[src/rtl/display_pkg.sv]
// Shared types and constants for the front-panel display sequencer.
package display_pkg;

  typedef enum logic [2:0] {
    VIEW_CLOCK = 3'd0,
    VIEW_DATE  = 3'd1,
    VIEW_DDAY  = 3'd2,
    EDIT_CLOCK = 3'd3,
    EDIT_DATE  = 3'd4,
    EDIT_DDAY  = 3'd5
  } state_t;

  localparam logic [2:0] MODE_CLOCK = 3'b001;
  localparam logic [2:0] MODE_DATE  = 3'b010;
  localparam logic [2:0] MODE_DDAY  = 3'b100;

  localparam int SEL_W   = 15;
  localparam int CLK_LO  = 0;
  localparam int CLK_HI  = 2;
  localparam int DATE_LO = 3;
  localparam int DATE_HI = 8;
  localparam int DDAY_LO = 9;
  localparam int DDAY_HI = 14;

  function automatic logic is_edit(state_t s);
    return (s == EDIT_CLOCK) || (s == EDIT_DATE) || (s == EDIT_DDAY);
  endfunction

  function automatic logic [2:0] mode_of(state_t s);
    case (s)
      VIEW_CLOCK, EDIT_CLOCK: return MODE_CLOCK;
      VIEW_DATE,  EDIT_DATE:  return MODE_DATE;
      default:                return MODE_DDAY;
    endcase
  endfunction

  function automatic int lo_of(state_t s);
    case (s)
      VIEW_CLOCK, EDIT_CLOCK: return CLK_LO;
      VIEW_DATE,  EDIT_DATE:  return DATE_LO;
      default:                return DDAY_LO;
    endcase
  endfunction

  function automatic int hi_of(state_t s);
    case (s)
      VIEW_CLOCK, EDIT_CLOCK: return CLK_HI;
      VIEW_DATE,  EDIT_DATE:  return DATE_HI;
      default:                return DDAY_HI;
    endcase
  endfunction

  // Edit state for a view (and the view for an edit): same group, other half.
  function automatic state_t edit_of(state_t s);
    case (s)
      VIEW_CLOCK: return EDIT_CLOCK;
      VIEW_DATE:  return EDIT_DATE;
      default:    return EDIT_DDAY;
    endcase
  endfunction

  function automatic state_t view_of(state_t s);
    case (s)
      EDIT_CLOCK: return VIEW_CLOCK;
      EDIT_DATE:  return VIEW_DATE;
      default:    return VIEW_DDAY;
    endcase
  endfunction

  // Step a one-hot cursor within [lo..hi], wrapping from hi back to lo.
  function automatic logic [SEL_W-1:0] rotate_field(logic [SEL_W-1:0] sel, int lo, int hi);
    if (sel[hi]) return SEL_W'(1) << lo;
    return sel << 1;
  endfunction

endpackage

[src/rtl/key_edge_detect.sv]
// Rising-edge detector for one debounced key level.
module key_edge_detect (
  input  logic clock,
  input  logic reset,
  input  logic level,
  output logic pulse
);

  logic key_q;

  // History bit; cleared on reset so a key held through reset release fires once.
  always_ff @(posedge clock or posedge reset) begin
    if (reset) key_q <= 1'b0;
    else       key_q <= level;
  end

  assign pulse = level & ~key_q;

endmodule

[src/rtl/display_edit_ctrl.sv]
// Front-panel sequencer: view cycling, field edit, cursor stepping, edit timeout.
module display_edit_ctrl
  import display_pkg::*;
#(
  parameter int TIMEOUT_S = 10,
  parameter int TO_W      = 4
) (
  input  logic             clock,
  input  logic             reset,
  input  logic             tick_1Hz,
  input  logic             key_mode,
  input  logic             key_edit,
  input  logic             key_next,
  output logic [2:0]       mode,
  output logic             set_dday,
  output logic [SEL_W-1:0] select,
  output logic             edit_active,
  output logic             commit,
  output logic             abort
);

  localparam logic [TO_W-1:0] TO_LAST = TO_W'(TIMEOUT_S - 1);

  // Key index order within the edge vector.
  localparam int K_MODE = 0;
  localparam int K_EDIT = 1;
  localparam int K_NEXT = 2;

  logic [2:0] keys, edges;
  assign keys = {key_next, key_edit, key_mode};

  key_edge_detect u_key [2:0] (
    .clock (clock),
    .reset (reset),
    .level (keys),
    .pulse (edges)
  );

  state_t           state, nxt_state;
  logic [TO_W-1:0]  cnt, nxt_cnt;
  logic [SEL_W-1:0] nxt_sel;
  logic             nxt_commit, nxt_abort;
  logic [2:0]       nxt_mode;
  logic             nxt_set_dday, nxt_edit_active;

  // State, inactivity counter and all outputs registered together.
  always_ff @(posedge clock or posedge reset) begin
    if (reset) begin
      state       <= VIEW_CLOCK;
      cnt         <= '0;
      mode        <= MODE_CLOCK;
      set_dday    <= 1'b0;
      select      <= '0;
      edit_active <= 1'b0;
      commit      <= 1'b0;
      abort       <= 1'b0;
    end else begin
      state       <= nxt_state;
      cnt         <= nxt_cnt;
      mode        <= nxt_mode;
      set_dday    <= nxt_set_dday;
      select      <= nxt_sel;
      edit_active <= nxt_edit_active;
      commit      <= nxt_commit;
      abort       <= nxt_abort;
    end
  end

  // Next state, cursor and counter; key_edit > key_next > key_mode > timeout.
  always_comb begin
    nxt_state  = state;
    nxt_sel    = select;
    nxt_cnt    = cnt;
    nxt_commit = 1'b0;
    nxt_abort  = 1'b0;
    if (!is_edit(state)) begin
      nxt_cnt = '0;
      nxt_sel = '0;
      if (edges[K_EDIT]) begin
        nxt_state = edit_of(state);
        nxt_sel   = SEL_W'(1) << lo_of(state);
      end else if (edges[K_MODE]) begin
        case (state)
          VIEW_CLOCK: nxt_state = VIEW_DATE;
          VIEW_DATE:  nxt_state = VIEW_DDAY;
          default:    nxt_state = VIEW_CLOCK;
        endcase
      end
    end else begin
      if (edges[K_EDIT]) begin
        nxt_state  = view_of(state);
        nxt_sel    = '0;
        nxt_cnt    = '0;
        nxt_commit = 1'b1;
      end else if (edges[K_NEXT]) begin
        nxt_sel = rotate_field(select, lo_of(state), hi_of(state));
        nxt_cnt = '0;
      end else if (edges[K_MODE]) begin
        // View change is locked out while editing; the press still counts as activity.
        nxt_cnt = '0;
      end else if (tick_1Hz) begin
        if (cnt == TO_LAST) begin
          nxt_state = view_of(state);
          nxt_sel   = '0;
          nxt_cnt   = '0;
          nxt_abort = 1'b1;
        end else begin
          nxt_cnt = cnt + TO_W'(1);
        end
      end
    end
  end

  // Per-state output decode, taken from the next state so outputs stay registered.
  always_comb begin
    nxt_mode        = mode_of(nxt_state);
    nxt_set_dday    = (nxt_state == EDIT_DDAY);
    nxt_edit_active = is_edit(nxt_state);
  end

endmodule

[config.mk]
export PLATFORM = sky130hd
export DESIGN_NAME = display_edit_ctrl
export DESIGN_NICKNAME = d
export VERILOG_FILES = /design/src/rtl/display_pkg.sv /design/src/rtl/key_edge_detect.sv /design/src/rtl/display_edit_ctrl.sv
export SDC_FILE = /design/constraint.sdc
export NUM_CORES = 1
export LEC_CHECK = 0
export CAP_MARGIN = 20
export CORE_MARGIN = 2
export CORE_UTILIZATION = 56
export DETAILED_ROUTE_END_ITERATION = 8
export GPL_TIMING_DRIVEN = 0
export HOLD_SLACK_MARGIN = 0.06
export PLACE_DENSITY_LB_ADDON = 0.25
export SYNTH_ARGS = -nofsm -noshare
export SYNTH_HDL_FRONTEND = slang
export SYNTH_SLANG_ARGS = --single-unit
export TNS_END_PERCENT = 5
[constraint.sdc]
create_clock -name clock -period 3.1 [get_ports clock]
set_input_delay 0.93 -clock clock [delete_from_list [all_inputs] [get_ports clock]]
set_output_delay 0.93 -clock clock [all_outputs]
set_load 0.01 [all_outputs]
* Word-level counts from Yosys, hierarchy flattened
Index checks and enable logic that the tools add are counted.
** Storage, ports and cells
- Flip-flop bits (word level) :: 32
- Input port bits :: 6
** Operators by class
- Add/subtract/negate cells :: 1
- $lt $le $gt $ge :: 1
- Eq/ne operators :: 13
- Shift-type cells :: 2
- Mux-type cells :: 52
- Bitwise operators :: 6
- Reduce and logical (&&, ||, !) cells :: 11
** Operators with widths (number)
- 32-bit 2-to-1 mux :: 8
- 15-bit 2-to-1 mux :: 9
- 1-bit by 32-bit left shift with 15-bit output, first input constant :: 2
- 32-bit by 6-bit < comparator with 1-bit output, second input constant :: 1
- 3-bit 2-to-1 mux :: 8
- 4-bit 2-to-1 mux :: 6
- 4-bit one-hot mux with 2 select lines :: 2
- 1-bit 2-to-1 mux :: 14
- 3-bit == test, second input constant :: 4
- 3-bit one-hot mux with 2 select lines :: 2
- 4-bit by 2-bit != test with 1-bit output, second input constant :: 2
- 2-bit one-hot mux with 2 select lines :: 2
- 2-bit OR reduction :: 4
- 3-bit by 1-bit == test with 1-bit output, second input constant :: 2
- 3-bit by 2-bit == test with 1-bit output, second input constant :: 2
- 3-bit logical NOT :: 2
- 5-bit by 2-bit != test with 1-bit output, second input constant :: 1
- 4-bit by 1-bit adder with 4-bit output, second input constant :: 1
- 1-bit binary-select mux with 4-bit select :: 1
- 4-bit == test, second input constant :: 1
- 1-bit logical OR :: 4
- 4-bit by 1-bit != test with 1-bit output, second input constant :: 1
- 1-bit AND :: 3
- 1-bit inverter :: 3
- 3-bit AND reduction :: 1

* Depth between registers and ports, before layout
- Word-level depth :: 17
- Gate-level depth with buffers :: 9

* By module
Synthesis repeated with hierarchy kept, for this count alone.
** Second synthesis, totals
- Cell total of the unflattened synthesis :: 166
- Area, all modules :: 1690.4 um^2
** Modules (own cells, without submodules)
- display_edit_ctrl :: times used 1, cells each 157, area each 1562.7 um^2, sequential area each 726.9 um^2
- key_edge_detect :: times used 3, cells each 3, area each 42.5 um^2, sequential area each 25.0 um^2

* Worst setup path before layout
Ideal clock, no wire load.
- Kind :: in2reg
- Start point :: in key_edit
- End point :: reg select[14]
- Library setup time :: 0.066 ns
- Arrival :: 2.117 ns
- Setup slack :: 0.918 ns
- Cell stages on the path :: 7
- Path buffers :: 3
- Path through :: nor2b_1 clkbuf_1 nor3_1 and2_1 buf_2 buf_2 a22o_1
** On the way
- Word-level cells in the longest chain between the ends :: 3
- Elaborated cells between the ends (all ways) :: 8
** RTL lines
- start, declared :: line display_edit_ctrl.sv:12 : input logic key_edit,
- 1-bit AND (*) :: line key_edge_detect.sv:17 : assign pulse = level & ~key_q;
- 4-bit by 2-bit != test with 1-bit output (no source line) (tied with other cells)
- 3-bit AND reduction (no source line) / 15-bit 2-to-1 mux (equally long branches)
- end signal, assigned :: line display_edit_ctrl.sv:62 : select <= nxt_sel;
- end, declared :: line display_edit_ctrl.sv:16 : output logic [SEL_W-1:0] select,
Mark *: on every way between the ends. The rest lies on a longest branch, timed or not.
A chain may end at the register's enable or synchronous reset.

* Worst setup path after layout
- Start point :: in key_edit
- End point :: reg select[11]
The elaborated chain is that of the path after synthesis.

==> results.txt <==
The first detailed-routing pass ran for 5 iterations. The worst hold path terminates at select[2]$_DFFE_PP0P_. TritonCTS built the clock tree. The depth of the worst hold-timing path came out at 1. The first global-routing pass estimated 6.17 mm of wire. Clock tree synthesis selected as its root buffer the cell clkbuf_4. The count of inserted antenna diode cells is 0.

Between clock sinks in the finished design, the worst skew comes to 0.00964 ns. During placement, the flow inserted port buffers numbering 27. In this run the worst path has a maximum fanout of 10.

The capturing point of the worst reg2reg path is select[11]$_DFFE_PP0P_. The flip-flop and latch count after synthesis came out at 32. The detailed router's first-iteration violation count came out at 116. After technology mapping, the gate count stands at 163. The filler cells instantiated in the layout total 209. Summing all flip-flop and latch instances after layout gives 802 sq um. For this run, the number of Yosys warnings is 0. The floorplan die width is 58.0 um.

For the worst-skew pair, the clock arrives at the later sink with an insertion delay of 0.34 ns. The number of different library cells used by synthesis comes to 40. In the final timing run, aggregate negative setup slack is 0 ns.

The site row count is 19. Across the run, the number of max-cap violations was 0. The clock tree synthesis step divided the H-tree into 2 levels. In this run the deepest clock path goes through 2 buffers. In this run the cell area measured after placement is 1970 sq um. Post-CTS repair changed the size of 0 cells. The post-detailed-route wirelength per cell is 15.8 um. The category of the critical setup timing path is in -> reg. The share of layout cells above drive strength 1 is 0.0905. The hold violation total from the final report came out at 0. The run finished with clean final reports. The cell area power density is 706 nW/um^2. In the finished design, the share of the clock period the worst path needs comes to 0.883. The final critical path time including I/O delays and setup is 2.74 ns. Leaving out fill and tap cells, the most frequent cells in the layout are dfrtp_1 (31), clkdlybuf4s50_1 (27), a21oi_1 (12), a22o_1 (12). Static timing analysis puts the maximum clock frequency at 365 MHz. The HPWL after detailed placement is 2.76 mm. Data on the critical path arrives at its endpoint at 3.02 ns. The final layout net count is 206. The total via count after detailed routing is 1413.

After clock tree synthesis, the setup repair step added 0 buffers. The type of origin of the critical path is a primary input. The final max-slew violation count came out at 0. The height of the die came out at 58.0 um.

After synthesis, the mean cell area works out to 10.0 sq um. The finished cells cover 2030 sq um. The clock-pin slew reported for the worst setup and hold paths after clock tree synthesis came out at 0.10 ns. For this run the aggregate overflow at the end of global routing stands at 0.

The number of DRC violations after detailed routing is 0. Entering global routing, the biggest net connects 19 pins. The number of enable flip-flop cells after synthesis is 0.

STA classifies the critical path endpoint as a register. The area of the die is 3360 sq um. The placeable core region came out at 2760 sq um.

The worst reg-to-reg path cell count came out at 8. 28 I/O pins were placed. The count of hold buffers inserted by post-cts repair is 0.

The count of nets left with antenna violations once routing finished came out at 0. Wires add up to 3.63 mm. The remaining max-slew budget at the tightest pin is 0.574. The number of global-route vias before repair is 1345. The register-to-register setup slack is 1.02 ns. The combined area of all synthesized cells is 1630 sq um.

Setup repair after global routing left no endpoint under its margin. Summing all multi-input logic gate instances after layout gives 747 sq um. The detail-routed via count per cell is 6.14. The area growth from synthesis to layout came out at 24.4%. The clock drives 32 sinks. The class of the tightest hold or removal check is reg -> reg. The initial antenna violation count is 0. The fraction of synthesis flops using an asynchronous set or reset pin came out at 1.00. The number of clock buffers inserted by TritonCTS came out at 5.

The worst hold path begins at select[1]$_DFFE_PP0P_. The sequential element share of the synthesized area is 0.492. The leakage power of the design came out at 0.868 nW. The data required time at the worst endpoint is 3.38 ns. The combined global-route utilization of all metal layers came out at 0.241. The most used flip-flop cell after synthesis is dfrtp_1.

When the netlist entered floorplanning its net count stood at 171. For the pin with the worst max-slew slack, the measured transition is 0.638 ns. The initial utilization of the core area, before any placement, comes to 0.591.

The worst register-to-register path begins at cnt[0]$_DFFE_PP0P_. Setup violations remaining at the end of the flow were counted as 0. The largest vdd supply drop is 558 uV.

The most frequent standard cell in the layout excluding fill and tap cells is dfrtp_1. The final RePlAce weighted congestion is 0.905.
## where the power goes
| part | leakage [nW] | switching [W] | internal, W |
|---|---|---|---|
| Clock | 0.0380 | 0.000141 | 0.000108 |
| Combinational | 0.408 | 0.000360 | 0.000278 |
| Sequential | 0.422 | 0.0000477 | 0.000496 |
| Total | 0.868 | 0.000549 | 0.000882 |
## state kept, by name, summed over array words and instances (netlist names)
register     cells
commit           1
mode             3
cnt              4
u_key.key_q      3
select          15
set_dday         1
abort            1
edit_active      1
state            3
## cell families after synthesis
family / count (synthesis) / synth area share
AO/OA/AOI/OAI: 49 / 0.222
XOR/XNOR: 3 / 0.0161
adder cells (fa/ha/maj): 2 / 0.0153
buffers and inverters: 17 / 0.0499
flip-flops: 32 / 0.492
multiplexers: 1 / 0.00691
AND/OR/NAND/NOR: 59 / 0.198
## synth_stat cells, drive strengths merged, types with 5 or more instances
library cell / count / share of area
a21oi: 12 / 0.037
nand2: 10 / 0.023
o21ai: 8 / 0.025
and2: 7 / 0.027
nor3: 7 / 0.021
inv: 5 / 0.012
nor2b: 5 / 0.019
a22o: 12 / 0.064
clkbuf: 8 / 0.018
dfrtp: 31 / 0.48
nor2: 10 / 0.023
## worst max-delay path by stage
stage                         from                      to  slack [ns]  depth (start not counted)
final                     key_edit  select[11]$_DFFE_PP0P_        0.36                          8
after global routing      key_edit   select[0]$_DFFE_PP0P_        0.23                          8
after CTS                 key_edit   select[0]$_DFFE_PP0P_        0.38                          8
after detailed placement  key_edit  select[11]$_DFFE_PP0P_        0.03                          8
after global placement    key_edit   select[1]$_DFFE_PP0P_        0.13                          8
after floorplan           key_edit  select[14]$_DFFE_PP0P_        0.92                          7
## layer usage
layer	GRT usage	routed length, um	part of all wire	up-vias
met4	0.123	99	0.027	0
met3	0.0491	219	0.060	15
met5	0	0	0	-
li1	-	-	-	668
met1	0.311	1490	0.41	665
met2	0.385	1820	0.50	65
## critical path, stage by stage
cell	delay [ns]
clkdlybuf4s50_1	0.45
nor2b_1	0.15
clkbuf_1	0.23
nor3_1	0.49
and2_1	0.21
buf_2	0.16
buf_2	0.23
a22o_1	0.17
## layout make-up
cell class	count	area share
clock inverter	2	0.00494
inverter	5	0.00925
buffer	12	0.0308
sequential	32	0.395
multi-input combinational	114	0.368
clock buffer	6	0.0253
timing repair buffer	28	0.147
tap	31	0.0191
## through the flow
step / hold WS (ns) / setup slack [ns] / util / total power (W) / instances
after floorplan: 0.524 / 0.918 / - / 0.000962 / 163
after global placement: 0.506 / 0.126 / 0.703 / 0.00115 / 221
after detailed placement: 0.505 / 0.0339 / 0.713 / 0.00118 / 222
after CTS: 0.537 / 0.380 / 0.735 / 0.00143 / 230
after global routing: 0.555 / 0.225 / 0.735 / 0.00152 / 230
final: 0.537 / 0.362 / 0.735 / 0.00143 / 230
Note: power is estimated with default switching activity, not from simulation.
